**src/rtl/timer_display_scan_pkg.sv**
```systemverilog
// Shared types and constants for the three-digit seven-segment scanner.
// Segment patterns are active-low, bit order g..a.
package timer_display_pkg;

    typedef enum logic [1:0] {
        SLOT_M0 = 2'd0,
        SLOT_S1 = 2'd1,
        SLOT_S0 = 2'd2
    } slot_e;

    localparam logic [6:0] SEG_0     = 7'b1000000;
    localparam logic [6:0] SEG_1     = 7'b1111001;
    localparam logic [6:0] SEG_2     = 7'b0100100;
    localparam logic [6:0] SEG_3     = 7'b0110000;
    localparam logic [6:0] SEG_4     = 7'b0011001;
    localparam logic [6:0] SEG_5     = 7'b0010010;
    localparam logic [6:0] SEG_6     = 7'b0000010;
    localparam logic [6:0] SEG_7     = 7'b1111000;
    localparam logic [6:0] SEG_8     = 7'b0000000;
    localparam logic [6:0] SEG_9     = 7'b0010000;
    localparam logic [6:0] SEG_DASH  = 7'b0111111;
    localparam logic [6:0] SEG_BLANK = 7'h7F;
    localparam logic [2:0] ANODE_OFF = 3'b111;

    // A BCD digit carried on a 6-bit bus is only meaningful up to 9.
    function automatic logic digit_bad(input logic [5:0] d);
        return (d > 6'd9);
    endfunction

endpackage

```
**src/rtl/timer_display_scan_if.sv**
```systemverilog
// Timer-to-display bundle: BCD digits and run flag in, multiplexed display lines out.
// master = playback timer side, slave = display scanner.
interface timer_display_scan_if;
    logic       count;
    logic [5:0] seconds0;
    logic [5:0] seconds1;
    logic [5:0] minutes0;
    logic [2:0] anode;
    logic [6:0] seg;
    logic       dp;
    logic       range_err;

    modport master (
        output count, seconds0, seconds1, minutes0,
        input  anode, seg, dp, range_err
    );

    modport slave (
        input  count, seconds0, seconds1, minutes0,
        output anode, seg, dp, range_err
    );
endinterface

```
**src/rtl/timer_display_scan_seg7_decode.sv**
```systemverilog
// Combinational BCD to active-low seven-segment decoder; anything above 9 shows a dash.
module seg7_decode
    import timer_display_pkg::*;
(
    input  logic [5:0] digit,
    output logic [6:0] seg_n
);

    // Pattern lookup, dash for every out-of-range code.
    always_comb begin
        case (digit)
            6'd0:    seg_n = SEG_0;
            6'd1:    seg_n = SEG_1;
            6'd2:    seg_n = SEG_2;
            6'd3:    seg_n = SEG_3;
            6'd4:    seg_n = SEG_4;
            6'd5:    seg_n = SEG_5;
            6'd6:    seg_n = SEG_6;
            6'd7:    seg_n = SEG_7;
            6'd8:    seg_n = SEG_8;
            6'd9:    seg_n = SEG_9;
            default: seg_n = SEG_DASH;
        endcase
    end

endmodule

```
**src/rtl/timer_display_scan.sv**
```systemverilog
// Three-digit common-anode display scanner with per-frame snapshot and sticky range error.
// Optional pause blink is built when TIMER_DISPLAY_BLINK_EN is defined.
module timer_display_scan
    import timer_display_pkg::*;
#(
    parameter int unsigned SCAN_DIV     = 50000,
    parameter int unsigned BLANK_CYCLES = 500,
    parameter int unsigned BLINK_DIV    = 25000000
) (
    input  logic                 clk,
    input  logic                 reset,
    timer_display_scan_if.slave  bus
);

    localparam int unsigned CNT_W = (SCAN_DIV > 1) ? $clog2(SCAN_DIV) : 1;
    localparam logic [CNT_W-1:0] CNT_LAST  = CNT_W'(SCAN_DIV - 1);
    localparam logic [CNT_W-1:0] CNT_BLANK = CNT_W'(BLANK_CYCLES);

    slot_e            slot_q, slot_d;
    logic [CNT_W-1:0] cnt_q, cnt_d;
    logic [5:0]       snap_m0_q, snap_m0_d;
    logic [5:0]       snap_s1_q, snap_s1_d;
    logic [5:0]       snap_s0_q, snap_s0_d;
    logic             range_err_q, range_err_d;
    logic [2:0]       anode_q, anode_d;
    logic [6:0]       seg_q, seg_d;
    logic             dp_q, dp_d;

    logic             load_s;
    logic             lit_s;
    logic             show_s;
    logic [5:0]       sel_digit_s;
    logic [2:0]       scan_anode_s;
    logic [6:0]       dec_seg_s;

    // Slot counter and FSM: advance the slot when the counter wraps.
    always_comb begin
        slot_d = slot_q;
        if (cnt_q == CNT_LAST) begin
            cnt_d = '0;
            case (slot_q)
                SLOT_M0: slot_d = SLOT_S1;
                SLOT_S1: slot_d = SLOT_S0;
                SLOT_S0: slot_d = SLOT_M0;
                default: slot_d = SLOT_M0;
            endcase
        end else begin
            cnt_d = cnt_q + CNT_W'(1);
        end
    end

    // Snapshot all digits at the start of M0 so a frame never mixes old and new values.
    always_comb begin
        load_s = (slot_q == SLOT_M0) && (cnt_q == '0);
        if (load_s) begin
            snap_m0_d = bus.minutes0;
            snap_s1_d = bus.seconds1;
            snap_s0_d = bus.seconds0;
        end else begin
            snap_m0_d = snap_m0_q;
            snap_s1_d = snap_s1_q;
            snap_s0_d = snap_s0_q;
        end
    end

    // Sticky range error, evaluated on the registered snapshot.
    always_comb begin
        range_err_d = range_err_q | digit_bad(snap_m0_q)
                                  | digit_bad(snap_s1_q)
                                  | digit_bad(snap_s0_q);
    end

    // Per-slot digit and anode selection.
    always_comb begin
        case (slot_q)
            SLOT_M0: begin
                sel_digit_s  = snap_m0_q;
                scan_anode_s = 3'b011;
            end
            SLOT_S1: begin
                sel_digit_s  = snap_s1_q;
                scan_anode_s = 3'b101;
            end
            SLOT_S0: begin
                sel_digit_s  = snap_s0_q;
                scan_anode_s = 3'b110;
            end
            default: begin
                sel_digit_s  = 6'd0;
                scan_anode_s = ANODE_OFF;
            end
        endcase
    end

    seg7_decode u_decode (
        .digit (sel_digit_s),
        .seg_n (dec_seg_s)
    );

`ifdef TIMER_DISPLAY_BLINK_EN
    localparam int unsigned BLINK_W = (BLINK_DIV > 1) ? $clog2(BLINK_DIV) : 1;
    localparam logic [BLINK_W-1:0] BLINK_LAST = BLINK_W'(BLINK_DIV - 1);

    logic               phase_q, phase_d;
    logic [BLINK_W-1:0] bcnt_q, bcnt_d;

    // Blink only while paused; resuming forces the on phase immediately.
    always_comb begin
        if (bus.count) begin
            bcnt_d  = '0;
            phase_d = 1'b1;
        end else if (bcnt_q == BLINK_LAST) begin
            bcnt_d  = '0;
            phase_d = ~phase_q;
        end else begin
            bcnt_d  = bcnt_q + BLINK_W'(1);
            phase_d = phase_q;
        end
        show_s = phase_d;
    end

    // Blink phase and half-period counter.
    always_ff @(posedge clk) begin
        if (!reset) begin
            phase_q <= 1'b1;
            bcnt_q  <= '0;
        end else begin
            phase_q <= phase_d;
            bcnt_q  <= bcnt_d;
        end
    end
`else
    localparam int unsigned UNUSED_BLINK_DIV = BLINK_DIV;
    logic unused_count_s;
    assign unused_count_s = bus.count;

    // Without blink the scan is always shown.
    always_comb begin
        show_s = 1'b1;
    end
`endif

    // Next output values; the blank window at the start of each slot stops ghosting.
    always_comb begin
        lit_s = (cnt_q >= CNT_BLANK);
        if (lit_s) begin
            anode_d = show_s ? scan_anode_s : ANODE_OFF;
            seg_d   = dec_seg_s;
            dp_d    = ~(show_s && (slot_q == SLOT_M0));
        end else begin
            anode_d = ANODE_OFF;
            seg_d   = SEG_BLANK;
            dp_d    = 1'b1;
        end
    end

    // State, snapshot and output registers.
    always_ff @(posedge clk) begin
        if (!reset) begin
            slot_q      <= SLOT_M0;
            cnt_q       <= '0;
            snap_m0_q   <= 6'd0;
            snap_s1_q   <= 6'd0;
            snap_s0_q   <= 6'd0;
            range_err_q <= 1'b0;
            anode_q     <= ANODE_OFF;
            seg_q       <= SEG_BLANK;
            dp_q        <= 1'b1;
        end else begin
            slot_q      <= slot_d;
            cnt_q       <= cnt_d;
            snap_m0_q   <= snap_m0_d;
            snap_s1_q   <= snap_s1_d;
            snap_s0_q   <= snap_s0_d;
            range_err_q <= range_err_d;
            anode_q     <= anode_d;
            seg_q       <= seg_d;
            dp_q        <= dp_d;
        end
    end

    assign bus.anode     = anode_q;
    assign bus.seg       = seg_q;
    assign bus.dp        = dp_q;
    assign bus.range_err = range_err_q;

endmodule
```
**src/flat_wrapper.sv**
```systemverilog
// flat-port wrapper written by rule: the top's interface ports become plain ports
module timer_display_scan_flat import timer_display_pkg::*;
#(
    parameter int unsigned SCAN_DIV     = 50000,
    parameter int unsigned BLANK_CYCLES = 500,
    parameter int unsigned BLINK_DIV    = 25000000
)
  (clk, reset, bus_count, bus_seconds0, bus_seconds1, bus_minutes0, bus_anode, bus_seg, bus_dp, bus_range_err);
  timer_display_scan_if bus_i ();
  input  logic clk;
  input  logic reset;
  input wire logic [$bits(bus_i.count)-1:0] bus_count;
  input wire logic [$bits(bus_i.seconds0)-1:0] bus_seconds0;
  input wire logic [$bits(bus_i.seconds1)-1:0] bus_seconds1;
  input wire logic [$bits(bus_i.minutes0)-1:0] bus_minutes0;
  output wire logic [$bits(bus_i.anode)-1:0] bus_anode;
  output wire logic [$bits(bus_i.seg)-1:0] bus_seg;
  output wire logic [$bits(bus_i.dp)-1:0] bus_dp;
  output wire logic [$bits(bus_i.range_err)-1:0] bus_range_err;
  assign bus_i.count = bus_count;
  assign bus_i.seconds0 = bus_seconds0;
  assign bus_i.seconds1 = bus_seconds1;
  assign bus_i.minutes0 = bus_minutes0;
  assign bus_anode = bus_i.anode;
  assign bus_seg = bus_i.seg;
  assign bus_dp = bus_i.dp;
  assign bus_range_err = bus_i.range_err;
  timer_display_scan #(.SCAN_DIV(SCAN_DIV), .BLANK_CYCLES(BLANK_CYCLES), .BLINK_DIV(BLINK_DIV)) u_core (.clk(clk), .reset(reset), .bus(bus_i));
endmodule
```
**config.mk**
```make
export PLATFORM = sky130hd
export DESIGN_NAME = timer_display_scan_flat
export DESIGN_NICKNAME = d
export VERILOG_FILES = /design/src/rtl/timer_display_scan_pkg.sv /design/src/rtl/timer_display_scan_if.sv /design/src/rtl/timer_display_scan_seg7_decode.sv /design/src/rtl/timer_display_scan.sv /design/src/flat_wrapper.sv
export SDC_FILE = /design/constraint.sdc
export NUM_CORES = 1
export LEC_CHECK = 0
export ABC_AREA = 0
export CAP_MARGIN = 15
export CORE_MARGIN = 2
export CORE_UTILIZATION = 48
export CTS_BUF_LIST = sky130_fd_sc_hd__clkbuf_16
export DETAILED_ROUTE_END_ITERATION = 7
export PLACE_DENSITY = 0.78
export SYNTH_ARGS = -nofsm -noshare
export SYNTH_HDL_FRONTEND = slang
export SYNTH_SLANG_ARGS = --single-unit
```
**constraint.sdc**
```tcl
create_clock -name clk -period 2.21 [get_ports clk]
set_clock_uncertainty 0.2 [all_clocks]
set_input_delay 0.3315 -clock clk [delete_from_list [all_inputs] [get_ports clk]]
set_output_delay 0.3315 -clock clk [all_outputs]
set_load 0.01 [all_outputs]
```
# --- Word-level counts from Yosys, hierarchy flattened ---
# Memory sizes are Yosys's and may differ from the RTL's.
# Cells that the tools add are included.
word_totals:
  regBits: 48
  rom_bits: 112
  in_bits: 21
  output_inout_bits: 12
  elab_cells: 35
  mem_count: 1
op_classes:
  n_addsub: 1
  n_lt_le_gt_ge: 4
  eq_ne: 3
  n_mux: 4
  n_bitwise: 5
  reduce_logical: 7
memory_table:
  columns: ["memory", "depth", "width", "read_ports", "rd_clocked_by_memory_dff", "write_ports", "line", "rtl"]
  rows:
  - ["(no name shown)", 16, 7, 1, 0, 0, "timer_display_scan_seg7_decode.sv:11", "case (digit)"]
op_table:
  columns: ["cell", "n"]
  rows:
  - ["6-bit by 4-bit greater-than comparator with 1-bit output (second input constant)", 3]
  - ["6-bit case mux with 3 select lines", 1]
  - ["16-bit by 1-bit adder with 16-bit output (second input constant)", 1]
  - ["16-bit equality test (second input constant)", 1]
  - ["16-bit by 9-bit >= comparator with 1-bit output (second input constant)", 1]
  - ["16-bit logical NOT", 1]
  - ["3-bit case mux with 3 select lines", 1]
  - ["7-bit 2-to-1 mux", 1]
  - ["2-bit logical NOT", 2]
  - ["2-bit case mux with 2 select lines", 1]
  - ["1-bit OR", 3]
  - ["3-bit AND reduction", 1]
  - ["2-bit by 1-bit equality test with 1-bit output (second input constant)", 1]
  - ["2-bit equality test (second input constant)", 1]
  - ["1-bit NOT", 2]
  - ["2-bit AND reduction", 1]
  - ["2-bit OR reduction", 1]
  - ["1-bit logical AND", 1]

# --- Logic depth before layout (Yosys ltp) ---
# Gate-level depths: netlist (run 1).
logic_depth:
  ltp_word: 4
  ltp_mapped: 9
  mapped_depth_nobuf: 7

# --- Hierarchy ---
# From an unflattened synthesis (run 1), not the netlist that was laid out.
unflattened:
  cells_unflattened: 257
  area_unflattened_um2: 2229.6
modules_own_cells:
  columns: ["mod", "instances", "cells_each", "area_per_inst_um2", "seq_area_each_um2"]
  rows:
  - ["timer_display_scan", 1, 229, 2018.2, 940.9]
  - ["seg7_decode", 1, 28, 211.5, 0.0]

# --- Least setup slack after synthesis (run 1) ---
# OpenSTA, ideal clock, no wires.
synth_timing:
  path_kind: "reg2reg"
  from: "register u_core.cnt_q[13]"
  to: "register u_core.slot_q[0]"
  setup_time_ps: 70
  t_arrival_ps: 1891
  t_required_ps: 1940
  path_slack_ps: 49
  stages_incl_launch_ff: 5
  n_path_buf: 0
  synth_period_minus_slack_ps: 2161
  cell_sequence: "dfxtp_1 -> or4_4 -> or4b_4 -> or4_1 -> a21oi_1"
synth_between:
  elab_chain_len: 1
synth_lines:
  columns: ["element", "line", "rtl"]
  rows:
  - ["from (decl)", "timer_display_scan.sv:20", "logic [CNT_W-1:0] cnt_q, cnt_d;"]
  - ["from (signal assigned)", "timer_display_scan.sv:171", "cnt_q <= cnt_d;"]
  - ["16-bit equality test", "timer_display_scan.sv:39", "if (cnt_q == CNT_LAST) begin"]
  - ["to (signal assigned)", "timer_display_scan.sv:170", "slot_q <= slot_d;"]
  - ["to (decl)", "timer_display_scan.sv:19", "slot_e slot_q, slot_d;"]
# Every way passes these cells.
# A chain may end at the register's enable or synchronous reset.

# --- Final worst setup path (run 1) ---
# Ends and elaborated chain as after synthesis.

==> impl_metrics.json, run 1 <==
{
  "worstSetupStartpointType": "flip-flop",
  "area_delta_synth_final_pct": 30.2,
  "required_ps": 2240,
  "yosysWarnings": 0,
  "avgSynthCellArea_um2": 8.67,
  "synth_area_mm2": 0.00216,
  "synthArstFlopShare_pct": 0,
  "grt_pass1_wl_um": 7890,
  "synth.distinct_cells": 41,
  "yosysSeqAreaShare_pct": 43.6,
  "fin_setup_tns_ps": -3.34,
  "crit_buf_inv": 0,
  "firstDrtPassIters": 4,
  "hold_buffers": 0,
  "hp-class": "flip-flop to flip-flop",
  "synth_cells": 249,
  "gp_congestion": 0.759,
  "drive_above_1_share_pct": 13.1,
  "wirelength_um": 5020,
  "numCtsBuffers": 5,
  "core_area_mm2": 0.00435,
  "min_period_ps": 2210,
  "critPathMaxFanout": 3,
  "cap_violations": 0,
  "diodes": 0,
  "io_pins": 33,
  "fin_nets": 319,
  "arrival_ps": 2240,
  "dp_hpwl_um": 3280,
  "grt_max_degree": 23,
  "synth-seq-cells": 47,
  "outcome": "complete, but fails checks",
  "port-buffer-count": 31,
  "overflow": 0,
  "synth_nets": 277,
  "clk_root_buffer_cell": "clkbuf_16",
  "multi_input_area_mm2": 0.00115,
  "p_total_mw": 1.86,
  "fin_cells": 343,
  "synth_edf_count": 0,
  "slew_headroom_pct": 65.9,
  "crit_path_end_kind": "flip-flop",
  "period_share_pct": 100,
  "cts_tree": "yes",
  "fin_area_mm2": 0.00281,
  "synthTopCellsByArea": "dfxtp_1 44%, nand3_1 6.0%, o21ai_0 6.0%",
  "routed_via_density": 5.75,
  "peakVddDrop_mv": 0.357,
  "crit_slowest_cell": "or4_4",
  "final_common_cell": "dfxtp_1",
  "placed_cell_area_mm2": 0.00261,
  "worst_slew_pin_slew_ps": 511,
  "crit_type": "flip-flop to flip-flop",
  "place_inst": 333,
  "violations": "negative setup slack",
  "die_w_um": 71.1,
  "rsz0062_at_grt": "true",
  "timing.final.ws_setup_ps": -3.34,
  "clkTransAtPathRegs_ps": 60,
  "cts.path.max_buffers": 2,
  "initial_core_util_pct": 49.6,
  "wire_per_inst_um": 14.6,
  "vias": 1973,
  "die-area_mm2": 0.00505,
  "final_cell_mix": "46 x dfxtp_1, 31 x clkdlybuf4s50_1, 26 x nand3_1",
  "clock_sinks": 47,
  "nFillCells": 376,
  "row_count": 24,
  "antenna_left": 0,
  "grt_pass1_vias": 1759,
  "fmax_mhz": 452,
  "track_usage_pct": 20.0,
  "die_h_um": 71.1,
  "setup_viol": 1,
  "cpLargestDelayFamily": "simple AND/OR/NAND/NOR gates",
  "leakage_nw": 1.04,
  "antenna_found_initial": 0,
  "p_per_area_mw_per_mm2": 662,
  "netlist.area_leader.share_pct": 43.6,
  "yosys.area.top_type": "dfxtp_1",
  "clock_latency_ps": 290,
  "h-tree-depth": 2,
  "slew_viol_final": 0,
  "crit_chain": "or4_4 -> or4b_4 -> or4_4 -> a21oi_2",
  "drc": 0,
  "drt_iter0_markers": 93,
  "finalHoldViolCount": 0,
  "ys.flop_type": "dfxtp_1",
  "rrSetupSlack_ps": -3,
  "crit_top_cell": "or4_4",
  "max_stage_delay_ps": 530,
  "seq_area_um2": 942
}
## flip-flops by register name (all words and copies together), names as in the netlist
name	cells
u_core.bus.anode	2
u_core.bus.seg	7
u_core.slot_q	2
u_core.cnt_q	16
u_core.snap_s0_q	6
u_core.snap_s1_q	6
u_core.bus.dp	1
u_core.snap_m0_q	6
u_core.bus.range_err	1
## cell type report
class,instances,share of cell area [%]
Multi-Input combinational cell,178,41.0
Clock inverter,2,0.312
Clock buffer,5,4.45
Sequential cell,47,33.5
Inverter,8,1.07
Timing Repair Buffer,51,17.4
Tap cell,52,2.31
## report_power, final
part | total [mW] | switching [mW] | internal (mW)
Sequential | 0.915 | 0.0295 | 0.885
Combinational | 0.237 | 0.122 | 0.116
Clock | 0.709 | 0.303 | 0.406
Total | 1.86 | 0.454 | 1.41
## final timing paths
kind                            start             endpoint  cells after the start
setup / recovery     u_core.cnt_q[13]     u_core.slot_q[0]                      4
hold / removal    u_core.snap_s0_q[4]  u_core.snap_s0_q[4]                      2
setup reg to reg     u_core.cnt_q[13]     u_core.slot_q[0]                      4
hold reg to reg   u_core.snap_s0_q[4]  u_core.snap_s0_q[4]                      2
## routing by layer
layer / wire [um] / share of wire, % / up-vias / track usage (%)
met3: 218 / 4.3 / 8 / 3.70
met2: 2440 / 49 / 52 / 31.2
met4: 115 / 2.3 / 0 / 11.5
met1: 2250 / 45 / 939 / 26.0
li1: - / - / 974 / -
met5: 0 / 0 / - / 0
## cell usage after synthesis (all sizes together) (3+ instances only)
cell type and number:
dfxtp 47, o21ai 28, nand3 26, a21oi 22, nor2 18, clkbuf 11
mux2i 9, xor2 9, inv 8, nand2 8, ha 7, buf 5
and3 4, nor3b 4, o211ai 4, and4 3, nand2b 3, nand4 3
nor3 3, or4 3, xnor2 3
## what timing repair did
item,in CTS,in global routing
pin swaps,2,2
gates cloned,0,2
endpoints found under the setup margin,8,25
setup buffers,1,0
resized for setup,2,30
## tightest hold or removal path, cell delays in order, from the launching register on
cell     delay [ps]
dfxtp_1         310
o21ai_1          70
a21oi_1          60
## metrics by stage
stage          worst slack, ps  util (%)  hold slack [ps]
2_1_floorplan             49.0         -              238
3_3_place_gp              29.4      60.0              257
5_1_grt                  -58.3      64.6              317
3_5_place_dp             -1.77      60.0              270
6_report                 -3.34      64.6              282
4_1_cts                  -7.04      63.4              278
## cell families after synthesis
| logic type | share of synthesized area, % |
|---|---|
| simple gates | 21.0 |
| compound gates | 17.3 |
| flops | 43.6 |
| buf+inv | 4.52 |
| xor+xnor | 4.87 |
| mux | 4.69 |
| fa+ha+maj | 4.06 |
Power figures use the tool's default switching activity.
==> inputs of run 2 (changes only) <==
CELL_PAD_IN_SITES_DETAIL_PLACEMENT = 0   (was not set)
CELL_PAD_IN_SITES_GLOBAL_PLACEMENT = 1   (was not set)
CORE_UTILIZATION = 36   (was 48)
==> impl_metrics.json, run 2 (synthesis results as in run 1) <==
{
  "initial_core_util_pct": 36.9,
  "clkTransAtPathRegs_ps": 60,
  "clock_sinks": 47,
  "crit_type": "flip-flop to flip-flop",
  "p_int_mw": 1.41,
  "hold_buffers": 0,
  "fmax_mhz": 455,
  "worstSetupStartpointType": "flip-flop",
  "die_h_um": 81.5,
  "numCtsBuffers": 5,
  "crit_path_end_kind": "flip-flop",
  "finalHoldViolCount": 0,
  "grt_pass1_wl_um": 7690,
  "pwr-share-seq_pct": 49.2,
  "fin_nets": 319,
  "firstDrtPassIters": 4,
  "setup_viol": 0,
  "area_delta_synth_final_pct": 29.4,
  "port-buffer-count": 31,
  "clock_latency_ps": 280,
  "row_count": 28,
  "cts.path.max_buffers": 2,
  "wire_per_inst_um": 12.6,
  "grt_max_degree": 23,
  "core_area_mm2": 0.00585,
  "p_sw_share_pct": 23.9,
  "die_w_um": 81.5,
  "outcome": "finished, final reports clean",
  "peakVddDrop_mv": 0.416,
  "largest_reg_flops": 16,
  "required_ps": 2220,
  "overflow": 0,
  "antenna_found_initial": 0,
  "slew_viol_final": 0,
  "period_share_pct": 99.4,
  "cts_tree": "yes",
  "worst_slew_pin_slew_ps": 570,
  "io_pins": 33,
  "final_common_cell": "dfxtp_1",
  "min_period_ps": 2200,
  "critPathMaxFanout": 3,
  "leakage_nw": 1.03,
  "wirelength_um": 4620,
  "track_usage_pct": 15.1,
  "gp_congestion": 0.813,
  "diodes": 0,
  "rsz0062_at_grt": "true",
  "rrSetupSlack_ps": 10,
  "clockPowerShare_pct": 38.6,
  "pwr-share-comb_pct": 12.2,
  "drc": 0,
  "clk_root_buffer_cell": "clkbuf_16",
  "drive_above_1_share_pct": 11.0,
  "final_cell_mix": "47 x dfxtp_1, 31 x clkdlybuf4s50_1, 26 x nand3_1, 26 x o21ai_0, 22 x a21oi_1",
  "grt_pass1_vias": 1613,
  "p_total_mw": 1.85,
  "top_register": "u_core.cnt_q",
  "net-switching-power_mw": 0.443,
  "vias": 1872,
  "final_util_pct": 47.8,
  "dp_hpwl_um": 3250,
  "fin_setup_tns_ps": 0,
  "p_per_area_mw_per_mm2": 663,
  "drt_iter0_markers": 94,
  "routed_via_density": 5.10,
  "h-tree-depth": 2,
  "hp-class": "flip-flop to flip-flop",
  "cts_setup_buffers": 0,
  "slew_headroom_pct": 62.0,
  "die-area_mm2": 0.00663,
  "arrival_ps": 2210,
  "cts_resized": 0,
  "antenna_left": 0,
  "cap_violations": 0
}
==> run 2: cell types whose count changed in the layout (fill, tap and decap cells not counted), sizes merged <==
cell      delta
clkinvlp     +1
clkinv       -1
inv          +1
==> run 2: area by class of cell <==
cell class              count  area [um2]
fillers                   554        3060
repair buffers             51         460
inverters                   8        30.0
flip-flops and latches     47         941
multi-input cells         178        1130
clock inverters             3        16.3
well taps                  75        93.8
clock buffers               5         125
==> run 2: power by group through the flow <==
| stage | Combinational, mW | Sequential, mW | Clock [mW] |
|---|---|---|---|
| floorplan | 0.138 | 0.924 | 0 |
| global placement | 0.224 | 0.929 | 0 |
| detailed placement | 0.225 | 0.930 | 0 |
| CTS | 0.226 | 0.911 | 0.740 |
| global route | 0.255 | 0.916 | 0.773 |
| finish | 0.225 | 0.911 | 0.716 |
==> run 2: metrics by stage <==
stage          setup slack (ps)  hold slack, ps  std cells  cell area, um2
3_5_place_dp               24.7             267        359            2650
2_1_floorplan              49.0             238        249            2160
4_1_cts                    7.98             282        367            2790
5_1_grt                   -54.5             302        367            2790
3_3_place_gp               35.1             256        359            2650
6_report                   12.6             277        367            2790
==> run 2: final timing paths <==
check | start | end | cells past startpoint
hold reg to reg | u_core.cnt_q[0] | u_core.cnt_q[0] | 1
setup / recovery | u_core.cnt_q[13] | u_core.slot_q[0] | 4
setup reg to reg | u_core.cnt_q[13] | u_core.slot_q[0] | 4
hold / removal | u_core.cnt_q[0] | u_core.cnt_q[0] | 1
==> run 2: per-layer routing <==
layer  wire [um]  global-route usage, %
met1        2400                   22.1
met2        2000                   22.0
met3         162                   3.85
met4          55                   4.07
met5           0                      0
==> run 2: critical path: stages, from the launching register on <==
cell and delay, ps:
dfxtp_1 310, or4_4 550, or4b_4 510, or4_1 410
a21oi_1 150
